[config.mk]
export PLATFORM = sky130hd
export DESIGN_NAME = bitwise_logic_unit
export DESIGN_NICKNAME = d
export VERILOG_FILES = /design/src/rtl/bitwise_logic_unit.sv
export SDC_FILE = /design/constraint.sdc
export NUM_CORES = 1
export LEC_CHECK = 0
export ABC_AREA = 1
export CORE_AREA = 10 10 113 166
export DETAILED_ROUTE_END_ITERATION = 8
export DIE_AREA = 0 0 123 176
export PLACE_DENSITY = 0.73
export SLEW_MARGIN = 40
export SYNTH_ARGS = -nofsm -noshare
export SYNTH_HDL_FRONTEND = slang
export SYNTH_SLANG_ARGS = --single-unit
[constraint.sdc]
create_clock -name clock -period 3.2 [get_ports clock]
set_input_delay 0.64 -clock clock [delete_from_list [all_inputs] [get_ports clock]]
set_output_delay 0.64 -clock clock [all_outputs]
set_load 0.005 [all_outputs]
[src/rtl/bitwise_logic_unit.sv]
// bitwise_logic_unit
// Registered AND/OR/XOR/pass-A unit with valid/ready handshakes on both
// sides. A beat can either produce a result on its own or open a group
// whose beats are folded together with the group's op before the single
// folded result is presented downstream.
module bitwise_logic_unit #(
    parameter int WIDTH = 32,
    parameter int CNT_W = 8
) (
    input  logic             clock,
    input  logic             resetn,
    input  logic             in_valid,
    output logic             in_ready,
    input  logic [WIDTH-1:0] data_A,
    input  logic [WIDTH-1:0] data_B,
    input  logic [1:0]       op,
    input  logic             accum,
    input  logic             in_last,
    output logic             out_valid,
    input  logic             out_ready,
    output logic [WIDTH-1:0] result,
    output logic [CNT_W-1:0] beat_count,
    output logic             count_sat,
    output logic             result_zero
);

    // Operation encodings
    localparam logic [1:0] OP_AND  = 2'b00;
    localparam logic [1:0] OP_OR   = 2'b01;
    localparam logic [1:0] OP_XOR  = 2'b10;

    // Group state: IDLE means no group is open, ACCUM means a group is open
    localparam logic [0:0] S_IDLE  = 1'b0;
    localparam logic [0:0] S_ACCUM = 1'b1;

    localparam logic [CNT_W-1:0] CNT_ONE = CNT_W'(1);
    localparam logic [CNT_W-1:0] CNT_MAX = '1;

    // Group accumulator state
    logic [0:0]       r_state;
    logic [WIDTH-1:0] r_acc;
    logic [1:0]       r_grpOp;
    logic [CNT_W-1:0] r_cnt;
    logic             r_sat;

    // Output register bank
    logic             r_outValid;
    logic [WIDTH-1:0] r_result;
    logic [CNT_W-1:0] r_beatCount;
    logic             r_countSat;
    logic             r_resultZero;

    // Handshake and datapath wires
    logic             w_accept;
    logic             w_consume;
    logic [1:0]       w_opEff;
    logic [WIDTH-1:0] w_beat;
    logic [WIDTH-1:0] w_fold;
    logic             w_cntBlocked;
    logic [CNT_W-1:0] w_cntInc;
    logic             w_satInc;

    // Next-state wires
    logic [0:0]       w_stateNext;
    logic [WIDTH-1:0] w_accNext;
    logic [1:0]       w_grpOpNext;
    logic [CNT_W-1:0] w_cntNext;
    logic             w_satNext;
    logic             w_load;
    logic [WIDTH-1:0] w_loadResult;
    logic [CNT_W-1:0] w_loadCount;
    logic             w_loadSat;
    logic             w_outValidNext;

    // Per-beat bitwise operation; pass-A forwards operand A untouched
    function automatic logic [WIDTH-1:0] applyOp(input logic [1:0]       sel,
                                                 input logic [WIDTH-1:0] a,
                                                 input logic [WIDTH-1:0] b);
        logic [WIDTH-1:0] v;
        case (sel)
            OP_AND:  v = a & b;
            OP_OR:   v = a | b;
            OP_XOR:  v = a ^ b;
            default: v = a;
        endcase
        return v;
    endfunction

    // Folding of a new beat into the accumulator; pass-A keeps the latest beat
    function automatic logic [WIDTH-1:0] foldOp(input logic [1:0]       sel,
                                                input logic [WIDTH-1:0] acc,
                                                input logic [WIDTH-1:0] beat);
        logic [WIDTH-1:0] v;
        case (sel)
            OP_AND:  v = acc & beat;
            OP_OR:   v = acc | beat;
            OP_XOR:  v = acc ^ beat;
            default: v = beat;
        endcase
        return v;
    endfunction

    // Upstream may push whenever the output slot is empty or being drained
    assign in_ready  = !r_outValid | out_ready;
    assign w_accept  = in_valid & in_ready;
    assign w_consume = r_outValid & out_ready;

    // Once a group is open its op is frozen; later op inputs are ignored
    assign w_opEff = (r_state == S_ACCUM) ? r_grpOp : op;
    assign w_beat  = applyOp(w_opEff, data_A, data_B);
    assign w_fold  = foldOp(r_grpOp, r_acc, w_beat);

    // Beat counter saturates instead of wrapping and remembers that it did
    assign w_cntBlocked = (r_cnt == CNT_MAX);
    assign w_cntInc     = w_cntBlocked ? r_cnt : r_cnt + CNT_ONE;
    assign w_satInc     = r_sat | w_cntBlocked;

    // Group sequencing and output-load decision for the accepted beat
    always_comb begin
        w_stateNext  = r_state;
        w_accNext    = r_acc;
        w_grpOpNext  = r_grpOp;
        w_cntNext    = r_cnt;
        w_satNext    = r_sat;
        w_load       = 1'b0;
        w_loadResult = '0;
        w_loadCount  = '0;
        w_loadSat    = 1'b0;
        if (w_accept) begin
            case (r_state)
                S_IDLE: begin
                    if (!accum || in_last) begin
                        w_load       = 1'b1;
                        w_loadResult = w_beat;
                        w_loadCount  = CNT_ONE;
                        w_loadSat    = 1'b0;
                    end else begin
                        w_accNext   = w_beat;
                        w_grpOpNext = op;
                        w_cntNext   = CNT_ONE;
                        w_satNext   = 1'b0;
                        w_stateNext = S_ACCUM;
                    end
                end
                S_ACCUM: begin
                    if (!in_last) begin
                        w_accNext = w_fold;
                        w_cntNext = w_cntInc;
                        w_satNext = w_satInc;
                    end else begin
                        w_load       = 1'b1;
                        w_loadResult = w_fold;
                        w_loadCount  = w_cntInc;
                        w_loadSat    = w_satInc;
                        w_stateNext  = S_IDLE;
                    end
                end
                default: begin
                    w_stateNext = S_IDLE;
                end
            endcase
        end
    end

    // A new result wins over a consume so back-to-back results leave no bubble
    always_comb begin
        w_outValidNext = r_outValid;
        if (w_load) begin
            w_outValidNext = 1'b1;
        end else if (w_consume) begin
            w_outValidNext = 1'b0;
        end
    end

    // Group accumulator registers; reset drops any partially built group
    always_ff @(posedge clock) begin
        if (!resetn) begin
            r_state <= S_IDLE;
            r_acc   <= '0;
            r_grpOp <= OP_AND;
            r_cnt   <= '0;
            r_sat   <= 1'b0;
        end else begin
            r_state <= w_stateNext;
            r_acc   <= w_accNext;
            r_grpOp <= w_grpOpNext;
            r_cnt   <= w_cntNext;
            r_sat   <= w_satNext;
        end
    end

    // Output registers only change on a load, so they hold under backpressure
    always_ff @(posedge clock) begin
        if (!resetn) begin
            r_outValid   <= 1'b0;
            r_result     <= '0;
            r_beatCount  <= '0;
            r_countSat   <= 1'b0;
            r_resultZero <= 1'b0;
        end else begin
            r_outValid <= w_outValidNext;
            if (w_load) begin
                r_result     <= w_loadResult;
                r_beatCount  <= w_loadCount;
                r_countSat   <= w_loadSat;
                r_resultZero <= (w_loadResult == '0);
            end
        end
    end

    assign out_valid   = r_outValid;
    assign result      = r_result;
    assign beat_count  = r_beatCount;
    assign count_sat   = r_countSat;
    assign result_zero = r_resultZero;

endmodule

==> impl_metrics.ini <==
[layout]
fill_cells = 1436
layout_commonest_cell = nand2_1
syn_to_final_growth_pct = 35.1
antennaDiodeCount = 0
final_nets = 1578
drive_above_1_share = 0.148
mostFrequentLayoutCells = nand2_1, inv_1, buf_4, nand3_1, ha_1
postLayoutCellArea_mm2 = 0.0104

[hold_path]
hold-path-endpoint = result[10]
whs_path_depth = 2
hp-class = flop to flop
worstHoldStart = result[10]

[timing]
maxSlewViolCount = 0
hold_violations = 0
finalSetupViolCount = 0
post-route-min-period_ns = 3.06
rsz0062_at_grt = yes
fin_crit_sh = 0.957
fin_worst_skew_ns = 0.00492
fin_tns_setup_ns = 0
fmax_ghz = 0.326
worst_pin_slew_ns = 0.705
slew_headroom = 0.530

[place]
dp.final_hpwl_um = 18300
portBuffers = 115
routabilityCongestion = 0.902
placed_area_mm2 = 0.00995

[global_routing]
groute.usage.overall = 0.224
grt_antenna_before_repair = 0
grt_max_degree = 52
grt_pass1_vias = 8675
grt_pass1_wl_um = 40100
overflow = 0

[detailed_routing]
routed_wl_um = 24500
via_count = 8734
viasPerCell = 5.50
ant_nets = 0
drt_pre_antenna_iters = 5
wire_per_inst_um = 15.5
drt_iter0_markers = 616
route.detailed.drc = 0

[critical_path]
critPathRequiredTime_ns = 3.48
crit_arrival_ns = 3.35
cpPeakStageDelay_ns = 0.49
rr_startpoint = r_state
reg2regPathDepth = 17
reg2reg_slack_ns = 0.35
crit_top_cell = nand2_1
crit_slowest_cell = clkdlybuf4s50_1
critPathCaptureType = flop
r2r_end = result_zero
worstPathCellList = clkdlybuf4s50_1 > inv_2 > nand2_1 > nand2_4 > nor2_4 > buf_8 > nand2_1 > nand2_1 > inv_1 > ha_1 > a221oi_1 > nand2_1 > nand2_1 > nand2_1 > nor2_1 > nand2_1 > nor2_2 > nand3_1 > o21bai_1
worstSetupPathType = input port to flop
path_max_fanout = 13
startpoint_type = input port

[die]
initial_utilization = 0.486
dieArea_mm2 = 0.0216
fp.dieW_um = 123
die_h_um = 176
io_pins = 116
num_rows = 57
fp.coreArea_mm2 = 0.0159

[synthesis]
syn_inst = 1173
muxShareOfSynthArea = 0
synth_seq_cells = 87
synth_top_family_by_area = simple AND/OR/NAND/NOR gates
synth_edf_count = 0
yosys.cell_types.count = 29
synth_top_area_share = 0.225
ys_top_cells_by_area = dfxtp_1, ha_1, nand2_1
synth-main-ff-cell = dfxtp_1
synth-compound-area-share = 0.181
syn_area_mm2 = 0.00773
ys_async_sr_fraction = 0
ys_warn_count = 0
avgSynthCellArea_um2 = 6.59
yosys.area_share.simple = 0.265
yosysSeqAreaShare = 0.225
syn_nets = 1374
synthXorXnorAreaFrac = 0.00113
synth_top_area_cell = dfxtp_1
synthAdderAreaFrac = 0.209

[power]
leakagePower_uw = 0.00511
power_density_mw_per_mm2 = 353
peakVddDrop_mv = 0.240

[clock_network]
clk_pin_slew_ns = 0.07
hold_buffers = 0
cts-root-buf = clkbuf_16
worst_skew_pair.late_latency_ns = 0.35
cts-buffers-inserted = 9
cts.path.max_buffers = 2
cts_num_sinks = 87
cts_tree = done
h-tree-depth = 3

[flow_run]
max_cap_viol_count = 0

[status]
status = complete, no violations
[synth_stat cells (2+ instances only)]
cell / count
a21oi_1: 34
a221oi_1: 32
a31oi_1: 47
buf_1: 7
buf_2: 8
buf_6: 2
clkbuf_1: 47
dfxtp_1: 87
ha_1: 129
inv_1: 168
inv_2: 2
nand2_1: 231
nand2_2: 2
nand3_1: 130
nand3b_1: 16
nor2_1: 92
o211ai_1: 2
o21ai_0: 111
o21ai_1: 12
or2_2: 5
[worst max-delay path by stage]
stage	from	to	slack, ns	cells past startpoint
after global placement	op[1]	result_zero	-0.40	18
after global routing	op[1]	result_zero	-0.11	19
after floorplan	op[1]	result_zero	0.55	17
after CTS	op[1]	result_zero	0.03	18
after detailed placement	op[1]	result_zero	-0.39	18
final	op[1]	result_zero	0.14	19
[per-layer routing]
metal,track usage,routed length (µm),vias up,part of all wire
met5,0,0,-,0
met4,0.127,1130,0,0.046
met3,0.0278,1270,78,0.052
met2,0.417,13000,285,0.53
met1,0.233,9100,4079,0.37
li1,-,-,4292,-
[flip-flops by register name, summed over array words and instances, names as in the netlist]
name / flops
result_zero: 1
count_sat: 1
r_sat: 1
r_cnt: 8
r_acc: 32
r_state: 1
beat_count: 8
out_valid: 1
r_grpOp: 2
result: 32
[critical path, delay by kind of cell]
family | cells | cell delay, ns
adders and majority gates | 1 | 0.17
buffers and inverters | 4 | 0.78
AOI/OAI and AO/OA | 2 | 0.42
and+or+nand+nor | 12 | 1.31
[report_power, final]
| group | internal [µW] | switching [µW] | total [µW] | leakage [µW] |
|---|---|---|---|---|
| sequential | 1150 | 55.5 | 1210 | 0.000712 |
| clock | 556 | 486 | 1040 | 0.000136 |
| combinational | 651 | 787 | 1440 | 0.00426 |
[repair_timing]
| item | 4_1_cts | 5_1_grt |
|---|---|---|
| pin swaps | 0 | 5 |
| buffers inserted | 0 | 6 |
| setup endpoints to repair | 1 | 2 |
| gates resized for setup | 1 | 39 |
[layout make-up]
class	instances	area [µm²]	area share
multi-input combinational	850	5230	0.500
timing repair buffer	258	2280	0.219
sequential	87	1740	0.167
inverter	171	647	0.0620
tap	206	258	0.0247
clock buffer	11	243	0.0232
clock inverter	5	42.5	0.00407
[per-stage QoR]
stage                     cells  utilization  setup WS [ns]  power [µW]  hold WS [ns]
after detailed placement   1566        0.625         -0.391        2600         0.470
after global routing       1588        0.657         -0.108        3920         0.507
after CTS                  1582        0.644         0.0295        3630         0.487
after global placement     1566        0.625         -0.402        2550         0.465
final                      1588        0.657          0.136        3690         0.484
after floorplan            1173            -          0.548        1960         0.477
[kinds of logic after synthesis]
kind of cell               after synthesis
DFF                                     87
adders and majority gates              129
AOI/OAI and AO/OA                      241
and+or+nand+nor                        479
buffers and inverters                  236
xor gates and xnor gates                 1
No activity file was read; power rests on OpenSTA's default activity.
